===== src/rtl/i2c_bridge_pkg.sv =====
// Shared constants for the I2C pad bridge: register map, ID, reset values
// and STATUS bit layout, plus the Wishbone byte-lane helpers.
package i2c_bridge_pkg;

  typedef enum logic [2:0] {
    REG_CTRL     = 3'd0,
    REG_STATUS   = 3'd1,
    REG_TIMEOUT  = 3'd2,
    REG_IRQ_MASK = 3'd3,
    REG_IRQ_PEND = 3'd4,
    REG_ID       = 3'd5
  } reg_sel_e;

  localparam logic [31:0] ID_VALUE          = 32'h1C2B_0001;
  localparam logic [31:0] TIMEOUT_RST       = 32'hFFFF_FFFF;
  localparam int          STATUS_BUSY_LSB   = 0;
  localparam int          STATUS_STUCK_LSB  = 8;
  localparam int          CTRL_LOOPBACK_BIT = 31;
  localparam int          NUM_IO            = 38;

  function automatic logic [31:0] byte_mask(input logic [3:0] sel);
    return {{8{sel[3]}}, {8{sel[2]}}, {8{sel[1]}}, {8{sel[0]}}};
  endfunction

  function automatic logic [31:0] lane_merge(input logic [31:0] cur,
                                             input logic [31:0] wdat,
                                             input logic [31:0] mask);
    return (cur & ~mask) | (wdat & mask);
  endfunction

endpackage


===== src/rtl/i2c_pad_bridge_wb_if.sv =====
// Wishbone slave window of the I2C pad bridge.
interface i2c_pad_bridge_wb_if;
  logic        wbs_stb_i;
  logic        wbs_cyc_i;
  logic        wbs_we_i;
  logic [3:0]  wbs_sel_i;
  logic [31:0] wbs_adr_i;
  logic [31:0] wbs_dat_i;
  logic        wbs_ack_o;
  logic [31:0] wbs_dat_o;

  modport master (
    output wbs_stb_i, wbs_cyc_i, wbs_we_i, wbs_sel_i, wbs_adr_i, wbs_dat_i,
    input  wbs_ack_o, wbs_dat_o
  );

  modport slave (
    input  wbs_stb_i, wbs_cyc_i, wbs_we_i, wbs_sel_i, wbs_adr_i, wbs_dat_i,
    output wbs_ack_o, wbs_dat_o
  );
endinterface


===== src/rtl/i2c_pin_filter.sv =====
// Pad input conditioner: 2-flop synchroniser then a run-length glitch filter.
// The output only follows after FILT_LEN consecutive differing samples.
module i2c_pin_filter #(
  parameter int FILT_LEN = 3
) (
  input  logic clk,
  input  logic rst,
  input  logic pin,
  output logic filt
);

  logic [1:0] sync;
  logic [3:0] cnt;

  // Idle I2C lines are high, so everything resets to 1.
  always_ff @(posedge clk or posedge rst) begin
    if (rst) begin
      sync <= 2'b11;
      cnt  <= '0;
      filt <= 1'b1;
    end else begin
      sync <= {sync[0], pin};
      if (sync[1] == filt) begin
        cnt <= '0;
      end else if (cnt == 4'(FILT_LEN - 1)) begin
        filt <= sync[1];
        cnt  <= '0;
      end else begin
        cnt <= cnt + 4'd1;
      end
    end
  end

endmodule


===== src/rtl/i2c_pad_bridge_wb.sv =====
// Open-drain pad bridge for NUM_CH I2C masters with bus-busy / SCL-stuck
// monitoring and a Wishbone control window. Optional I2C_BRIDGE_LOOPBACK_EN.
module i2c_pad_bridge_wb
  import i2c_bridge_pkg::*;
#(
  parameter int NUM_CH    = 2,
  parameter int FILT_LEN  = 3,
  parameter int TIMEOUT_W = 16,
  parameter int PIN_BASE  = 8
) (
  input  logic                  wb_clk_i,
  input  logic                  wb_rst_i,
  i2c_pad_bridge_wb_if.slave    wb,
  input  logic [NUM_IO-1:0]     io_in,
  output logic [NUM_IO-1:0]     io_out,
  output logic [NUM_IO-1:0]     io_oeb,
  input  logic [NUM_CH-1:0]     m_scl_o,
  input  logic [NUM_CH-1:0]     m_scl_oen,
  input  logic [NUM_CH-1:0]     m_sda_o,
  input  logic [NUM_CH-1:0]     m_sda_oen,
  output logic [NUM_CH-1:0]     m_scl_i,
  output logic [NUM_CH-1:0]     m_sda_i,
  input  logic [NUM_CH-1:0]     m_irq,
  output logic [2:0]            user_irq
);

  localparam int NEV = 2 * NUM_CH;

  logic [NUM_CH-1:0]    ctrl_en;
  logic                 loopback;
  logic [TIMEOUT_W-1:0] timeout;
  logic [NEV-1:0]       irq_mask, irq_pend, pend_set, pend_clr;
  logic [NUM_CH-1:0]    busy, stuck, stuck_ev, irq_q;
  logic                 ack, irq_agg;
  logic [31:0]          rdata, rd_mux;

  logic        access, wr;
  logic [2:0]  reg_idx;
  logic [31:0] wmask, ctrl_rd, ctrl_wv, tmo_wv, mask_wv;

  assign access  = wb.wbs_stb_i & wb.wbs_cyc_i & ~ack;
  assign wr      = access & wb.wbs_we_i;
  assign reg_idx = wb.wbs_adr_i[4:2];
  assign wmask   = byte_mask(wb.wbs_sel_i);
  assign ctrl_rd = {loopback, {(31-NUM_CH){1'b0}}, ctrl_en};
  assign ctrl_wv = lane_merge(ctrl_rd, wb.wbs_dat_i, wmask);
  assign tmo_wv  = lane_merge(32'(timeout), wb.wbs_dat_i, wmask);
  assign mask_wv = lane_merge(32'(irq_mask), wb.wbs_dat_i, wmask);

  // ---------------- register file ----------------
  always_ff @(posedge wb_clk_i or posedge wb_rst_i) begin
    if (wb_rst_i) begin
      ctrl_en  <= '0;
      timeout  <= TIMEOUT_RST[TIMEOUT_W-1:0];
      irq_mask <= '0;
`ifdef I2C_BRIDGE_LOOPBACK_EN
      loopback <= 1'b0;
`endif
    end else if (wr) begin
      case (reg_idx)
        REG_CTRL: begin
          ctrl_en  <= ctrl_wv[NUM_CH-1:0];
`ifdef I2C_BRIDGE_LOOPBACK_EN
          loopback <= ctrl_wv[CTRL_LOOPBACK_BIT];
`endif
        end
        REG_TIMEOUT:  timeout  <= tmo_wv[TIMEOUT_W-1:0];
        REG_IRQ_MASK: irq_mask <= mask_wv[NEV-1:0];
        default: ;
      endcase
    end
  end

`ifndef I2C_BRIDGE_LOOPBACK_EN
  assign loopback = 1'b0;
`endif

  // A new event in the same cycle as its W1C clear survives.
  assign pend_clr = (wr && reg_idx == REG_IRQ_PEND) ? (wb.wbs_dat_i[NEV-1:0] & wmask[NEV-1:0]) : '0;
  assign pend_set = {stuck_ev, m_irq & ~irq_q};

  always_ff @(posedge wb_clk_i or posedge wb_rst_i) begin
    if (wb_rst_i) begin
      irq_q    <= '0;
      irq_pend <= '0;
      irq_agg  <= 1'b0;
    end else begin
      irq_q    <= m_irq;
      irq_pend <= (irq_pend & ~pend_clr) | pend_set;
      irq_agg  <= |(irq_pend & irq_mask);
    end
  end

  assign user_irq = {2'b00, irq_agg};

  // ---------------- Wishbone read path ----------------
  always_comb begin
    rd_mux = '0;
    case (reg_idx)
      REG_CTRL:     rd_mux = ctrl_rd;
      REG_STATUS: begin
        rd_mux[STATUS_BUSY_LSB  +: NUM_CH] = busy;
        rd_mux[STATUS_STUCK_LSB +: NUM_CH] = stuck;
      end
      REG_TIMEOUT:  rd_mux = 32'(timeout);
      REG_IRQ_MASK: rd_mux = 32'(irq_mask);
      REG_IRQ_PEND: rd_mux = 32'(irq_pend);
      REG_ID:       rd_mux = ID_VALUE;
      default: ;
    endcase
  end

  always_ff @(posedge wb_clk_i or posedge wb_rst_i) begin
    if (wb_rst_i) begin
      ack   <= 1'b0;
      rdata <= '0;
    end else begin
      ack   <= access;
      rdata <= (access & ~wb.wbs_we_i) ? rd_mux : 32'h0;
    end
  end

  assign wb.wbs_ack_o = ack;
  assign wb.wbs_dat_o = rdata;

  // ---------------- pads ----------------
  logic [NEV-1:0]    pad_filt;
  logic [NUM_CH-1:0] scl_drv, sda_drv, scl_line, sda_line;

  assign scl_drv = m_scl_oen & ~m_scl_o & ctrl_en;
  assign sda_drv = m_sda_oen & ~m_sda_o & ctrl_en;

  for (genvar p = 0; p < NEV; p++) begin : g_filt
    i2c_pin_filter #(.FILT_LEN(FILT_LEN)) u_filt (
      .clk  (wb_clk_i),
      .rst  (wb_rst_i),
      .pin  (io_in[PIN_BASE+p]),
      .filt (pad_filt[p])
    );
  end

  // Output enable is combinational from ctrl_en so reset releases pads at once.
  always_comb begin
    io_oeb = '1;
    if (!loopback) begin
      for (int k = 0; k < NUM_CH; k++) begin
        io_oeb[PIN_BASE+2*k]   = ~scl_drv[k];
        io_oeb[PIN_BASE+2*k+1] = ~sda_drv[k];
      end
    end
  end

  assign io_out  = '0;
  assign m_scl_i = scl_line;
  assign m_sda_i = sda_line;

`ifdef I2C_BRIDGE_LOOPBACK_EN
  logic lb_scl, lb_sda;
  assign lb_scl = ~|scl_drv;
  assign lb_sda = ~|sda_drv;
`endif

  // ---------------- per-channel monitor ----------------
  for (genvar k = 0; k < NUM_CH; k++) begin : g_ch
    logic                 scl_q, sda_q, busy_r, stuck_r, run, hit;
    logic [TIMEOUT_W-1:0] cnt;

`ifdef I2C_BRIDGE_LOOPBACK_EN
    assign scl_line[k] = ~ctrl_en[k] | (loopback ? lb_scl : pad_filt[2*k]);
    assign sda_line[k] = ~ctrl_en[k] | (loopback ? lb_sda : pad_filt[2*k+1]);
`else
    assign scl_line[k] = ~ctrl_en[k] | pad_filt[2*k];
    assign sda_line[k] = ~ctrl_en[k] | pad_filt[2*k+1];
`endif

    // Only count low time the own master is not responsible for.
    assign run         = ~scl_line[k] & ~scl_drv[k] & (timeout != '0);
    assign hit         = run & (cnt >= timeout);
    assign stuck_ev[k] = hit & ~stuck_r;
    assign busy[k]     = busy_r;
    assign stuck[k]    = stuck_r;

    always_ff @(posedge wb_clk_i or posedge wb_rst_i) begin
      if (wb_rst_i) begin
        scl_q   <= 1'b1;
        sda_q   <= 1'b1;
        busy_r  <= 1'b0;
        stuck_r <= 1'b0;
        cnt     <= '0;
      end else begin
        scl_q <= scl_line[k];
        sda_q <= sda_line[k];
        if (!ctrl_en[k])
          busy_r <= 1'b0;
        else if (scl_line[k] && scl_q && sda_q && !sda_line[k])
          busy_r <= 1'b1;
        else if (scl_line[k] && scl_q && !sda_q && sda_line[k])
          busy_r <= 1'b0;

        if (!run)                cnt <= '0;
        else if (cnt < timeout)  cnt <= cnt + TIMEOUT_W'(1);

        if (scl_line[k] || timeout == '0) stuck_r <= 1'b0;
        else if (hit)                     stuck_r <= 1'b1;
      end
    end
  end

  logic unused_ok;
  assign unused_ok = ^{io_in, wb.wbs_adr_i, ctrl_wv, tmo_wv, mask_wv, wmask};

endmodule


===== src/flat_wrapper.sv =====
// flat-port wrapper written by rule: the top's interface ports become plain ports
module i2c_pad_bridge_wb_flat import i2c_bridge_pkg::*;
#(
  parameter int NUM_CH    = 2,
  parameter int FILT_LEN  = 3,
  parameter int TIMEOUT_W = 16,
  parameter int PIN_BASE  = 8
)
  (wb_clk_i, wb_rst_i, io_in, io_out, io_oeb, m_scl_o, m_scl_oen, m_sda_o, m_sda_oen, m_scl_i, m_sda_i, m_irq, user_irq, wb_wbs_stb_i, wb_wbs_cyc_i, wb_wbs_we_i, wb_wbs_sel_i, wb_wbs_adr_i, wb_wbs_dat_i, wb_wbs_ack_o, wb_wbs_dat_o);
  i2c_pad_bridge_wb_if wb_i ();
  input  logic wb_clk_i;
  input  logic wb_rst_i;
  input  logic [NUM_IO-1:0] io_in;
  output logic [NUM_IO-1:0] io_out;
  output logic [NUM_IO-1:0] io_oeb;
  input  logic [NUM_CH-1:0] m_scl_o;
  input  logic [NUM_CH-1:0] m_scl_oen;
  input  logic [NUM_CH-1:0] m_sda_o;
  input  logic [NUM_CH-1:0] m_sda_oen;
  output logic [NUM_CH-1:0] m_scl_i;
  output logic [NUM_CH-1:0] m_sda_i;
  input  logic [NUM_CH-1:0] m_irq;
  output logic [2:0] user_irq;
  input wire logic [$bits(wb_i.wbs_stb_i)-1:0] wb_wbs_stb_i;
  input wire logic [$bits(wb_i.wbs_cyc_i)-1:0] wb_wbs_cyc_i;
  input wire logic [$bits(wb_i.wbs_we_i)-1:0] wb_wbs_we_i;
  input wire logic [$bits(wb_i.wbs_sel_i)-1:0] wb_wbs_sel_i;
  input wire logic [$bits(wb_i.wbs_adr_i)-1:0] wb_wbs_adr_i;
  input wire logic [$bits(wb_i.wbs_dat_i)-1:0] wb_wbs_dat_i;
  output wire logic [$bits(wb_i.wbs_ack_o)-1:0] wb_wbs_ack_o;
  output wire logic [$bits(wb_i.wbs_dat_o)-1:0] wb_wbs_dat_o;
  assign wb_i.wbs_stb_i = wb_wbs_stb_i;
  assign wb_i.wbs_cyc_i = wb_wbs_cyc_i;
  assign wb_i.wbs_we_i = wb_wbs_we_i;
  assign wb_i.wbs_sel_i = wb_wbs_sel_i;
  assign wb_i.wbs_adr_i = wb_wbs_adr_i;
  assign wb_i.wbs_dat_i = wb_wbs_dat_i;
  assign wb_wbs_ack_o = wb_i.wbs_ack_o;
  assign wb_wbs_dat_o = wb_i.wbs_dat_o;
  i2c_pad_bridge_wb #(.NUM_CH(NUM_CH), .FILT_LEN(FILT_LEN), .TIMEOUT_W(TIMEOUT_W), .PIN_BASE(PIN_BASE)) u_core (.wb_clk_i(wb_clk_i), .wb_rst_i(wb_rst_i), .wb(wb_i), .io_in(io_in), .io_out(io_out), .io_oeb(io_oeb), .m_scl_o(m_scl_o), .m_scl_oen(m_scl_oen), .m_sda_o(m_sda_o), .m_sda_oen(m_sda_oen), .m_scl_i(m_scl_i), .m_sda_i(m_sda_i), .m_irq(m_irq), .user_irq(user_irq));
endmodule

===== config.mk =====
export PLATFORM = sky130hd
export DESIGN_NAME = i2c_pad_bridge_wb_flat
export DESIGN_NICKNAME = d
export VERILOG_FILES = /design/src/rtl/i2c_bridge_pkg.sv /design/src/rtl/i2c_pad_bridge_wb_if.sv /design/src/rtl/i2c_pin_filter.sv /design/src/rtl/i2c_pad_bridge_wb.sv /design/src/flat_wrapper.sv
export SDC_FILE = /design/constraint.sdc
export NUM_CORES = 1
export LEC_CHECK = 0
export BUFFER_PORTS_ARGS = -buffer_cell sky130_fd_sc_hd__buf_4
export CAP_MARGIN = 25
export CORE_MARGIN = 1.5
export CORE_UTILIZATION = 45
export CTS_CLUSTER_SIZE = 30
export DETAILED_ROUTE_END_ITERATION = 10
export PLACE_DENSITY = 0.77
export SLEW_MARGIN = 30
export SYNTH_ARGS = -nofsm -noshare
export SYNTH_HDL_FRONTEND = slang
export SYNTH_SLANG_ARGS = --single-unit
export TNS_END_PERCENT = 5

===== constraint.sdc =====
create_clock -name wb_clk_i -period 4.3 [get_ports wb_clk_i]
set_clock_uncertainty 0.05 [all_clocks]
set_input_delay 0.86 -clock wb_clk_i [delete_from_list [all_inputs] [get_ports wb_clk_i]]
set_output_delay 0.86 -clock wb_clk_i [all_outputs]
set_load 0.01 [all_outputs]

==> metrics.txt, run 1 <==
status=completed; Critical Path AT=3.05 ns; sequential share of the synthesized area=0.4470; Syn Area/Cell=10.06 µm²; Pint=0.002461 W; Post-Synth Simple-Gate Area=0.1696; met3 wire length=771 µm; GRT Overall Usage=0.1839; Switching Power=0.0009353 W; Critical Path, Cell by Cell=inv_1 > ha_1 > a41oi_1 > o21ai_1 > a21oi_2 > nand4_1 > or3_1 > a21oi_1; post-synthesis compound-gate area fraction=0.09412; WL final=13260 µm; antenna-violating nets left=0; Startpoint Class=flop; Sw Ratio=0.2754; Worst R2R Setup Slack=1.52 ns; hold_sp=u_core.g_filt[2].u_filt.sync[0]; multiplexer share of the synthesized area=0.05444; post-CTS resize count=0; max cap viols=0; EDFF count, synth=0; Yosys top cell by area=dfrtp_1; Final Max Slew Viols=0; end-of-flow core utilization=0.5352; vias in the first global route=4344; critical path type=reg2reg; first-pass GRT wire length=21420 µm; Placer Congestion=0.8337; minimum clock period=2.778 ns; largest net degree at the start of global routing=63; initial DRC count=345; routed wire length per instance=14.52 µm; synthesized flop and latch total=115; H-tree level count=4; Fill cells=1235; final setup TNS=0 ns; post-CTS setup buffer count=0; diode count=0; die height=123.4 µm; Post-CTS Hold Buffers=0; Setup violations, final=0; worst-path fanout max=11; top sig layer=met4; Async S/R FF share, synth=1.000; Area Overhead vs Synth=15.12%; Initial Util=0.4648; RSZ-0062 raised after global routing=false; Die X-Extent=123.4 µm; Post-Layout Cell Count=913; clk buf depth=2; Worst Max-Slew Pin Slew=0.7523 ns; DIE AREA=15240 µm²; PortBufs=72; Peak VDD IR=467.3 µV; CP endpoint kind=flop; adder-cell share of the synthesized area=0.08051; fin crit share=0.6461; Pleak=3.524 nW; IO Count=237; Final nets=883; Vias=4696; Pre-Repair DR Iteration Count=5; Fin. Hold Viols=0; Worst Hold End=u_core.g_filt[2].u_filt.sync[1]; Pwr per Cell Area=451.9 nW/µm²; Core Region=14040 µm²; Synth Area in XOR/XNOR=0.02281; largest cells by area after synthesis=dfrtp_1 (32%), dfstp_2 (13%), buf_4 (10%); length in cells of the worst reg-to-reg path=8; Comb power frac=0.165; CTS tree=built; Root Buffer=clkbuf_16; Yosys Warn Count=0; multi-input logic area=3063 µm²; clock share of power=0.440; clk sink count=115; Syn Inst Count=649; DRC=0; Yosys cell types=54; normalized max-slew margin=0.4985; commonest non-fill, non-tap cells in the layout=dfrtp_1 (83), conb_1 (83), buf_4 (74); register area=2918 µm²; later-pin clock latency in the skew report=0.41 ns; Worst Hold Path Cells=0; Inst Count DP=881; Inserted Clock Buffers=17; HP Class=reg2reg; Post-DP HPWL=9718 µm; DR vias/cell=5.143; fmax=360.0 MHz; met2 wire len=6127 µm; layout cell share with drive strength beyond 1=0.2415; prevailing post-synth register cell=dfrtp_1; Largest stage delay, worst path=0.55 ns; Critical Path RT=4.57 ns; post-synth top area share=0.3182; sequential share of power=0.396; met1 WL=6246 µm; reg-to-reg endpoint=u_core.g_ch[1].cnt[13]; initial antenna violation count=0; Crit-path slowest cell=dfstp_2; Reg clk slew, reported paths=0.06 ns; Post-Syn Area=6528 µm²; largest family of logic cells by synthesized area=simple AND/OR/NAND/NOR gates; grt ovf=0; # rows=43
cells by family after synthesis:
group / after synthesis
XOR/XNOR: 17
flip-flops: 115
adder cells (fa/ha/maj): 42
AO/OA/AOI/OAI: 101
other: 2
buffers and inverters: 134
AND/OR/NAND/NOR: 207
multiplexers: 31
routing by layer:
layer  GRT usage  up-vias
li1            -     2247
met1      0.2559     2273
met2      0.2858      164
met3     0.04336       12
met4     0.05603        0
met5           0        -
cells in the mapped netlist (3+ instances only):
| cell type | number |
|---|---|
| ha_1 | 42 |
| and3_1 | 6 |
| nor2_1 | 47 |
| mux2_1 | 4 |
| xnor2_1 | 6 |
| nor4_1 | 14 |
| a31o_1 | 3 |
| inv_1 | 31 |
| or3_1 | 23 |
| xor2_1 | 11 |
| nand3b_1 | 5 |
| a31oi_1 | 3 |
| dfrtp_1 | 83 |
| nand2b_1 | 8 |
| o21ai_2 | 3 |
| a41oi_1 | 3 |
| nor3_1 | 6 |
| clkbuf_1 | 10 |
| nand4_1 | 12 |
| dfstp_2 | 32 |
| mux2_2 | 22 |
| a22o_1 | 6 |
| mux2i_1 | 4 |
| buf_4 | 90 |
| a22oi_1 | 4 |
| o21ai_1 | 3 |
| a21oi_1 | 38 |
| nand2_1 | 50 |
| nand3_1 | 17 |
| o21ai_0 | 27 |
worst max path at each step:
stage	from	cells past startpoint	slack, ns	to
2_1_floorplan	wb_rst_i	1	0.40	async pin
3_3_place_gp	wb_wbs_adr_i[4]	5	1.55	flop
3_5_place_dp	wb_wbs_adr_i[4]	5	1.50	flop
4_1_cts	flop	8	1.55	u_core.g_ch[1].cnt[9]
5_1_grt	flop	8	1.33	u_core.g_ch[1].cnt[15]
6_report	flop	8	1.52	u_core.g_ch[1].cnt[13]
worst max-delay path: cells and delay by family (launching register included):
kind            cells  cell delay (ns)
simple gates        2             0.92
fa+ha+maj           1             0.34
flops               1             0.55
buf+inv             1             0.12
compound gates      4             0.69
layout make-up:
| type | count | area share |
|---|---|---|
| clock inverters | 12 | 0.02364 |
| clock buffers | 20 | 0.06077 |
| well taps | 180 | 0.02997 |
| inverters | 31 | 0.01582 |
| repair buffers | 74 | 0.07393 |
| flip-flops and latches | 115 | 0.3883 |
| multi-input cells | 481 | 0.4076 |
power groups by stage:
stage | sequential (W) | combinational, W | clock (W)
after floorplan | 0.00132 | 0.000476 | 0
after global placement | 0.00135 | 0.000541 | 0
after detailed placement | 0.00136 | 0.000553 | 0
after CTS | 0.00134 | 0.000561 | 0.00152
after global routing | 0.00136 | 0.000637 | 0.00157
final | 0.00134 | 0.000559 | 0.00149
stage by stage:
step	hold WS (ns)	total power, W	setup WS [ns]	instance area, µm²
global route	0.3088	0.003564	1.328	7515
global placement	0.2961	0.001892	1.546	6880
CTS	0.3058	0.003420	1.548	7515
detailed placement	0.2968	0.001910	1.504	6880
floorplan	0.2952	0.001799	0.3989	6832
finish	0.3030	0.003396	1.522	7515
No activity file was read; power rests on OpenSTA's default activity.
==> inputs of run 2 (changes only) <==
- clock period: 4.3 -> 2.6 ns (I/O delays scaled with it)
==> metrics.txt, run 2 (same netlist as run 1, synthesis figures left out) <==
status=completed; Setup violations, final=0 (unchanged); vias in the first global route=4319 (-0.58%); worst-path fanout max=6 (-5); clk buf depth=2 (unchanged); Final Max Slew Viols=0 (unchanged); DR vias/cell=5.208 (+1.2%); Largest stage delay, worst path=0.54 ns (about the same); HP Class=in2async; Crit-path slowest cell=dfstp_2; DRC=0 (unchanged); IO Count=237 (unchanged); minimum clock period=2.536 ns (-0.2421 ns); # rows=43 (unchanged); WP buf/inv=1 (unchanged); CP endpoint kind=flop; Post-Layout Cell Count=930 (+1.9%); fmax=394.3 MHz (+9.5%); total chip power=0.005653 W (+66%); Area after DPL=7012 µm² (+1.9%); family with the most delay on the worst path=simple AND/OR/NAND/NOR gates; worst slack, placed=0.04265 ns (-1.461 ns); Die X-Extent=123.4 µm (unchanged); layout cell share with drive strength beyond 1=0.2640 (+0.02253); Startpoint Class=flop; initial DRC count=416 (+21%); Placer Congestion=0.9257 (+11%); Inst Count DP=895 (+1.6%); PortBufs=72 (unchanged); antenna-violating nets left=0 (unchanged); Area Overhead vs Synth=17.90%; Pleak=3.611 nW (+2.5%); Initial Util=0.4648 (unchanged); Peak VDD IR=493.5 µV (+5.6%); grt ovf=0 (unchanged); Fin. Hold Viols=0 (unchanged); Final nets=900 (+1.9%); Reg clk slew, reported paths=0.05 ns (about the same); final worst setup slack=0.06407 ns (-1.458 ns); max cap viols=0 (unchanged); Root Buffer=clkbuf_16; Post-DP HPWL=10180 µm (+4.7%); initial antenna violation count=0 (unchanged); normalized max-slew margin=0.4514 (-0.04705); first-pass GRT wire length=22000 µm (+2.7%); later-pin clock latency in the skew report=0.42 ns (about the same); Worst Max-Slew Pin Slew=0.8154 ns (+0.06306 ns); Critical Path, Cell by Cell=inv_1 > ha_4 > a21oi_2 > o21ai_2 > nor4b_4 > nand3_4 > or3_1 > a21oi_1; H-tree level count=4 (unchanged); CTS tree=built; routed wire length per instance=15.52 µm (+6.9%); Vias=4843 (+3.1%); Critical Path RT=2.88 ns (-1.69 ns); critical path type=reg2reg; end-of-flow core utilization=0.5481 (+0.01292); fin crit share=0.9754 (+0.3293); Core Region=14040 µm² (unchanged); diode count=0 (unchanged); clk sink count=115 (unchanged); Pwr per Cell Area=734.6 nW/µm² (+63%); post-route cell area=7696 µm² (+2.4%); Pre-Repair DR Iteration Count=5 (unchanged); GRT Overall Usage=0.1911 (+0.007179); Critical Path AT=2.81 ns (-0.24 ns); WL final=14430 µm (+8.9%); commonest non-fill, non-tap cell in the layout=buf_4; die height=123.4 µm (unchanged); commonest non-fill, non-tap cells in the layout=buf_4 (88), dfrtp_1 (83), conb_1 (83); DIE AREA=15240 µm² (unchanged); largest net degree at the start of global routing=43 (-32%); Inserted Clock Buffers=17 (unchanged)
run 2: area by class of cell:
class	instances	area, µm²
sequential	115	2918
tap	180	225.2
multi-input combinational	482	3118
timing repair buffer	90	700.7
clock inverter	9	126.4
inverter	31	120.1
fill	1195	6346
clock buffer	23	488.0
run 2: layer usage:
metal	track usage	up-vias	share of wire
met5	0	-	0
met4	0.06034	0	0.013
met3	0.04290	17	0.063
met2	0.3007	172	0.48
met1	0.2628	2379	0.45
li1	-	2275	-
run 2: power by group:
group	switching (W)	total, W	internal, W
combinational	0.000586	0.000998	0.000412
clock	0.000828	0.00243	0.00160
sequential	0.000186	0.00222	0.00204
total	0.00160	0.00565	0.00405
run 2: path summary, 6_finish.rpt:
kind / from / end / slack, ns / cells after the start
max reg2reg: flop / u_core.g_ch[0].cnt[14] / 0.06 / 8
min reg2reg: u_core.g_filt[2].u_filt.sync[0] / u_core.g_filt[2].u_filt.sync[1] / 0.30 / 0
max in group asynchronous: wb_rst_i / async pin / 1.75 / 3
min: wb_rst_i / u_core.irq_agg / 0.1 / 2
max: flop / u_core.g_ch[0].cnt[14] / 0.06 / 8
min in group wb_clk_i: io_in[9] / u_core.g_filt[1].u_filt.sync[0] / 0.16 / 1
run 2: repair_timing:
action,in CTS,in global routing
hold buffers,0,0
gates resized for setup,0,6
endpoints found under the setup margin,0,13
buffers inserted,0,2
run 2: per-stage QoR:
stage               hold slack (ns)  TNS (ns)
CTS                          0.1026         0
global placement             0.2955         0
finish                      0.09791         0
detailed placement           0.2968         0
floorplan                    0.2952         0
global route                 0.1257  -0.05401
